$ cat src/rtl/fifo_port_arbiter_pkg.sv
// Shared definitions for the two-master FIFO write/read arbiter.
package fifo_port_arbiter_pkg;

    localparam int DW_DEF    = 8;
    localparam int DEPTH_DEF = 16;

    typedef logic [2:0] state_t;

    localparam state_t IDLE   = 3'd0;
    localparam state_t WR     = 3'd1;
    localparam state_t RD     = 3'd2;
    localparam state_t RDV    = 3'd3;
    localparam state_t SETTLE = 3'd4;

endpackage

$ cat src/rtl/fifo_port_arbiter_if.sv
// Requester, reader and FIFO-side signals of the arbiter; slave is the arbiter's view.
interface fifo_port_arbiter_if #(
    parameter int DW    = fifo_port_arbiter_pkg::DW_DEF,
    parameter int DEPTH = fifo_port_arbiter_pkg::DEPTH_DEF
);
    logic                     req0, req1;
    logic [DW-1:0]            din0, din1;
    logic                     ack0, ack1;
    logic                     rd_req, rd_ack, rd_valid;
    logic                     fifo_wr, fifo_rd;
    logic [DW-1:0]            fifo_din;
    logic                     fifo_full, fifo_empty;
    logic [$clog2(DEPTH):0]   occupancy;

    modport slave (
        input  req0, req1, din0, din1, rd_req, fifo_full, fifo_empty,
        output ack0, ack1, rd_ack, rd_valid, fifo_wr, fifo_rd, fifo_din, occupancy
    );

    modport master (
        output req0, req1, din0, din1, rd_req, fifo_full, fifo_empty,
        input  ack0, ack1, rd_ack, rd_valid, fifo_wr, fifo_rd, fifo_din, occupancy
    );
endinterface

$ cat src/rtl/fifo_port_arbiter_rr_arb2.sv
// Two-way round-robin grant: a contested grant goes to the requester that did not win last.
module rr_arb2 (
    input  logic [1:0] req,
    input  logic       last,
    output logic [1:0] grant
);
    always_comb begin
        grant = 2'b00;
        case (req)
            2'b01:   grant = 2'b01;
            2'b10:   grant = 2'b10;
            2'b11:   grant = last ? 2'b01 : 2'b10;
            default: grant = 2'b00;
        endcase
    end
endmodule

$ cat src/rtl/fifo_port_arbiter.sv
// Serialises two write masters and one reader onto a single FIFO port, reads first.
import fifo_port_arbiter_pkg::*;

module fifo_port_arbiter #(
    parameter int DW    = DW_DEF,
    parameter int DEPTH = DEPTH_DEF
) (
    input  logic               clk,
    input  logic               rst,
    fifo_port_arbiter_if.slave bus
);
    localparam int OW = $clog2(DEPTH) + 1;

    state_t        state, nxt;
    logic [1:0]    grant;
    logic          last_grant, gidx;
    logic [DW-1:0] din_q;
    logic [OW-1:0] occ;
    logic          arb_pt, rd_go, wr_go, enter_wr;

    rr_arb2 u_arb (
        .req   ({bus.req1, bus.req0}),
        .last  (last_grant),
        .grant (grant)
    );

    // SETTLE doubles as an arbitration point so back-to-back writes run every 2 cycles
    assign arb_pt   = (state == IDLE) || (state == SETTLE);
    assign rd_go    = bus.rd_req && !bus.fifo_empty && (occ != '0);
    assign wr_go    = (bus.req0 || bus.req1) && !bus.fifo_full && (occ < OW'(DEPTH));
    assign enter_wr = arb_pt && !rd_go && wr_go;

    always_ff @(posedge clk or negedge rst) begin
        if (!rst) state <= IDLE;
        else      state <= nxt;
    end

    always_comb begin
        nxt = IDLE;
        case (state)
            IDLE, SETTLE: begin
                if (rd_go)      nxt = RD;
                else if (wr_go) nxt = WR;
                else            nxt = IDLE;
            end
            WR:      nxt = SETTLE;
            RD:      nxt = RDV;
            RDV:     nxt = SETTLE;
            default: nxt = IDLE;
        endcase
    end

    always_comb begin
        bus.fifo_wr  = 1'b0;
        bus.fifo_rd  = 1'b0;
        bus.ack0     = 1'b0;
        bus.ack1     = 1'b0;
        bus.rd_ack   = 1'b0;
        bus.rd_valid = 1'b0;
        case (state)
            WR: begin
                bus.fifo_wr = 1'b1;
                bus.ack0    = !gidx;
                bus.ack1    = gidx;
            end
            RD: begin
                bus.fifo_rd = 1'b1;
                bus.rd_ack  = 1'b1;
            end
            RDV:     bus.rd_valid = 1'b1;
            default: ;
        endcase
    end

    always_ff @(posedge clk or negedge rst) begin
        if (!rst) begin
            last_grant <= 1'b1;
            gidx       <= 1'b0;
            din_q      <= '0;
        end else if (enter_wr) begin
            last_grant <= grant[1];
            gidx       <= grant[1];
            din_q      <= grant[1] ? bus.din1 : bus.din0;
        end
    end

    always_ff @(posedge clk or negedge rst) begin
        if (!rst)
            occ <= '0;
        else if ((state == WR) && (occ < OW'(DEPTH)))
            occ <= occ + 1'b1;
        else if ((state == RD) && (occ != '0))
            occ <= occ - 1'b1;
    end

    assign bus.fifo_din  = din_q;
    assign bus.occupancy = occ;

endmodule

$ cat src/flat_wrapper.sv
// flat-port wrapper written by rule: the top's interface ports become plain ports
module fifo_port_arbiter_flat 
#(
    parameter int DW    = DW_DEF,
    parameter int DEPTH = DEPTH_DEF
)
  (clk, rst, bus_req0, bus_req1, bus_din0, bus_din1, bus_rd_req, bus_fifo_full, bus_fifo_empty, bus_ack0, bus_ack1, bus_rd_ack, bus_rd_valid, bus_fifo_wr, bus_fifo_rd, bus_fifo_din, bus_occupancy);
  fifo_port_arbiter_if #(.DW(DW), .DEPTH(DEPTH)) bus_i ();
  input  logic clk;
  input  logic rst;
  input wire logic [$bits(bus_i.req0)-1:0] bus_req0;
  input wire logic [$bits(bus_i.req1)-1:0] bus_req1;
  input wire logic [$bits(bus_i.din0)-1:0] bus_din0;
  input wire logic [$bits(bus_i.din1)-1:0] bus_din1;
  input wire logic [$bits(bus_i.rd_req)-1:0] bus_rd_req;
  input wire logic [$bits(bus_i.fifo_full)-1:0] bus_fifo_full;
  input wire logic [$bits(bus_i.fifo_empty)-1:0] bus_fifo_empty;
  output wire logic [$bits(bus_i.ack0)-1:0] bus_ack0;
  output wire logic [$bits(bus_i.ack1)-1:0] bus_ack1;
  output wire logic [$bits(bus_i.rd_ack)-1:0] bus_rd_ack;
  output wire logic [$bits(bus_i.rd_valid)-1:0] bus_rd_valid;
  output wire logic [$bits(bus_i.fifo_wr)-1:0] bus_fifo_wr;
  output wire logic [$bits(bus_i.fifo_rd)-1:0] bus_fifo_rd;
  output wire logic [$bits(bus_i.fifo_din)-1:0] bus_fifo_din;
  output wire logic [$bits(bus_i.occupancy)-1:0] bus_occupancy;
  assign bus_i.req0 = bus_req0;
  assign bus_i.req1 = bus_req1;
  assign bus_i.din0 = bus_din0;
  assign bus_i.din1 = bus_din1;
  assign bus_i.rd_req = bus_rd_req;
  assign bus_i.fifo_full = bus_fifo_full;
  assign bus_i.fifo_empty = bus_fifo_empty;
  assign bus_ack0 = bus_i.ack0;
  assign bus_ack1 = bus_i.ack1;
  assign bus_rd_ack = bus_i.rd_ack;
  assign bus_rd_valid = bus_i.rd_valid;
  assign bus_fifo_wr = bus_i.fifo_wr;
  assign bus_fifo_rd = bus_i.fifo_rd;
  assign bus_fifo_din = bus_i.fifo_din;
  assign bus_occupancy = bus_i.occupancy;
  fifo_port_arbiter #(.DW(DW), .DEPTH(DEPTH)) u_core (.clk(clk), .rst(rst), .bus(bus_i));
endmodule
$ cat config.mk
export PLATFORM = sky130hd
export DESIGN_NAME = fifo_port_arbiter_flat
export DESIGN_NICKNAME = d
export VERILOG_FILES = /design/src/rtl/fifo_port_arbiter_pkg.sv /design/src/rtl/fifo_port_arbiter_if.sv /design/src/rtl/fifo_port_arbiter_rr_arb2.sv /design/src/rtl/fifo_port_arbiter.sv /design/src/flat_wrapper.sv
export SDC_FILE = /design/constraint.sdc
export NUM_CORES = 1
export LEC_CHECK = 0
export CAP_MARGIN = 20
export CORE_UTILIZATION = 40
export CTS_CLUSTER_SIZE = 25
export DETAILED_ROUTE_END_ITERATION = 6
export PLACE_DENSITY = 0.75
export SLEW_MARGIN = 20
export SYNTH_ARGS = -nofsm -noshare
export SYNTH_HDL_FRONTEND = slang
export SYNTH_SLANG_ARGS = --single-unit
$ cat constraint.sdc
create_clock -name clk -period 4.7 [get_ports clk]
set_input_delay 1.41 -clock clk [delete_from_list [all_inputs] [get_ports clk]]
set_output_delay 1.41 -clock clk [all_outputs]
set_load 0.05 [all_outputs]
==> run summary <==
Status: completed
Initial drt markers: 15
Worst VDD drop: 0.000415 V
Crit path kind: reg2out
Detailed Route WL: 2.14 mm
Largest net degree at the start of global routing: 19
Clk_lat worst skew: 0.30 ns
Final-report max-slew violation count: 0
Max clock buf depth: 2
Post-DP HPWL: 1.69 mm
Dpl ws: 1.48 ns
R2R Path Start: u_core.state[0]
Vias: 786
Setup ws final: 1.16 ns
Setup_tns: 0 ns
Switch share: 48.2%
Hold slack: 0.496 ns
Post-Layout Inst Area: 1500 um^2
Clock Skew: 0.00386 ns
Syn Nets: 109
Grt ovf: 0
Core Area: 2450 um^2
Layout Cells excl Fill: 154
Routed Antenna Nets: 0
Fraction of layout instances using a drive strength above 1: 25.0%
Max incr delay on CP: 0.80 ns
Final net count: 153
First-pass GRT wire length: 3.50 mm
Final setup fails: 0
Antenna diode count: 0
Synth cell types: 30
Post_cts resized: 0
CP Max Fanout: 5
CP bufs+invs: 2
Placed cell area: 1460 um^2
P_leak: 0.000664 uW
Wire per inst: 13.9 um
Post-CTS setup buffer count: 0
Required time worst endpoint: 3.29 ns
Hold buffer count at cts: 0
Inserted Clock Buffers: 3
Final hold vios: 0
Seq pwr share: 27.0%
GRT Overall Usage: 17.6%
Comb pwr share: 64.4%
Die Y-Extent: 52.7 um
CP cell instances: or3b_2, inv_1, clkdlybuf4s50_1
Rel. slew slack: 45.9%
Dominant synthesized flop cell: dfrtp_1
Register area share after synthesis: 43.9%
CP Launch Point: u_core.state[0]
Syn Inst Count: 81
Drc violations: 0
# IOs: 42
Period utilisation layout: 75.4%
Sink Count: 18
Synth Area per Inst: 12.7 um^2
Vias/cell: 5.10
Number of flops mapped to enable cells by yosys: 0
CTS clk-pin slew, worst paths: 0.11 ns
RSZ-0062 raised after global routing: no
Max_cap viols: 0
Die Width: 52.7 um
CTS HTree Levels: 1
Type of the most critical hold path: reg2reg
Post-synth ARST share: 100%
Num rows: 18
Synthesized area: 1030 um^2
Crit end category: output port
Pint: 589 uW
Cell family with most CP delay: buffers and inverters
Sw Pwr: 547 uW
Min-delay src: u_core.state[2]
Initial antenna violation count: 0
IO buf count: 41
Yosys reg bits: 18
Area Growth Syn to Fin: 45.2%
Root buffer cell: clkbuf_4
Kind of start point of the critical path: register
Die area: 2780 um^2
Worst EP arrival: 2.13 ns
Vias in the first global route: 751
CTS tree: yes
YS warnings: 0
Crit-path slowest cell: clkdlybuf4s50_1
Number of iterations in the first detailed-routing pass: 4
Clock power share: 8.6%
Tmin final: 3.54 ns
PwrDens: 760 nW/um^2
Slew @ Worst Pin: 0.809 ns
RePlAce Congestion: 0.737
Max Clk Rate: 0.282 GHz
Dpl cells: 150
Initial Util: 41.9%
==> cells in the final DEF (no fill, tap or decap) <==
cell	count
xor2_1	1
or4_4	1
a21boi_2	1
mux2i_1	1
nor2_1	2
o211ai_2	1
or3b_2	1
clkbuf_8	1
nor4_1	1
nand3_1	1
o21ai_0	2
ha_1	4
o21ai_1	1
xnor2_1	2
dfrtp_1	17
or4b_2	1
and2_1	2
o31ai_1	1
clkdlybuf4s50_1	41
nand2b_1	2
mux2_2	11
inv_1	5
o311ai_0	1
nand2_1	4
a21oi_1	2
o21ai_2	1
fa_1	1
nor2b_1	2
mux2_4	9
clkbuf_4	3
dfstp_2	1
==> sequential cells by signal, indices dropped and copies added (netlist names) <==
signal / count
u_core.state: 3
u_core.gidx: 1
u_core.bus.occupancy: 5
u_core.bus.fifo_din: 8
u_core.last_grant: 1
==> Yosys cell counts (all sizes together), types with 2 or more instances <==
library cell	count	share of area [%]
nand2b	2	1.2
dfrtp	17	41
nand2	4	1.5
inv	5	1.8
ha	4	4.9
nor2	2	0.73
nor2b	2	1.2
xnor2	2	1.7
o21ai	4	2.3
mux2	20	25
a21oi	2	0.97
buf	2	1.8
and2	2	1.2
==> power groups by stage <==
stage,registers (uW),logic (uW),clock network [uW]
floorplan,492,327,0
global placement,305,715,0
detailed placement,306,735,0
CTS,305,737,100
global route,318,777,110
finish,307,731,97.9
==> kinds of logic after synthesis <==
| group | Yosys count | share of synthesized area, % |
|---|---|---|
| XOR/XNOR | 3 | 2.55 |
| multiplexers | 21 | 26.1 |
| buffers and inverters | 7 | 3.65 |
| AND/OR/NAND/NOR | 17 | 9.84 |
| flip-flops | 18 | 43.9 |
| AO/OA/AOI/OAI | 10 | 7.17 |
| adder cells (fa/ha/maj) | 5 | 6.80 |
==> final timing paths <==
kind	end	slack [ns]	cells past startpoint
setup / recovery	bus_fifo_rd	1.16	3
hold / removal	u_core.state[2]	0.50	1
setup reg to reg	u_core.bus.occupancy[4]	2.47	8
hold reg to reg	u_core.state[2]	0.50	1
max in group asynchronous	u_core.bus.fifo_din[0]	2.63	1
min in group asynchronous	u_core.bus.occupancy[4]	1.57	1
==> through the flow <==
| step | util [%] | total power [uW] |
|---|---|---|
| after floorplan | - | 819 |
| after global placement | 59.4 | 1020 |
| after detailed placement | 59.4 | 1040 |
| after CTS | 60.9 | 1140 |
| after global routing | 60.9 | 1200 |
| final | 60.9 | 1140 |
==> final cells by class <==
type | count | area, um^2
Inverter | 5 | 18.8
Clock buffer | 4 | 36.3
Multi-Input combinational cell | 56 | 541
Fill cell | 203 | 960
Timing Repair Buffer | 41 | 410
Sequential cell | 18 | 452
Tap cell | 30 | 37.5
==> routing by layer <==
metal	vias up	global-route usage (%)	part of all wire (%)
met2	35	30.4	50
met5	-	0	0
li1	372	-	-
met4	0	0	0
met3	0	6.38	7.2
met1	379	22.3	43
No activity file was read; power rests on OpenSTA's default activity.
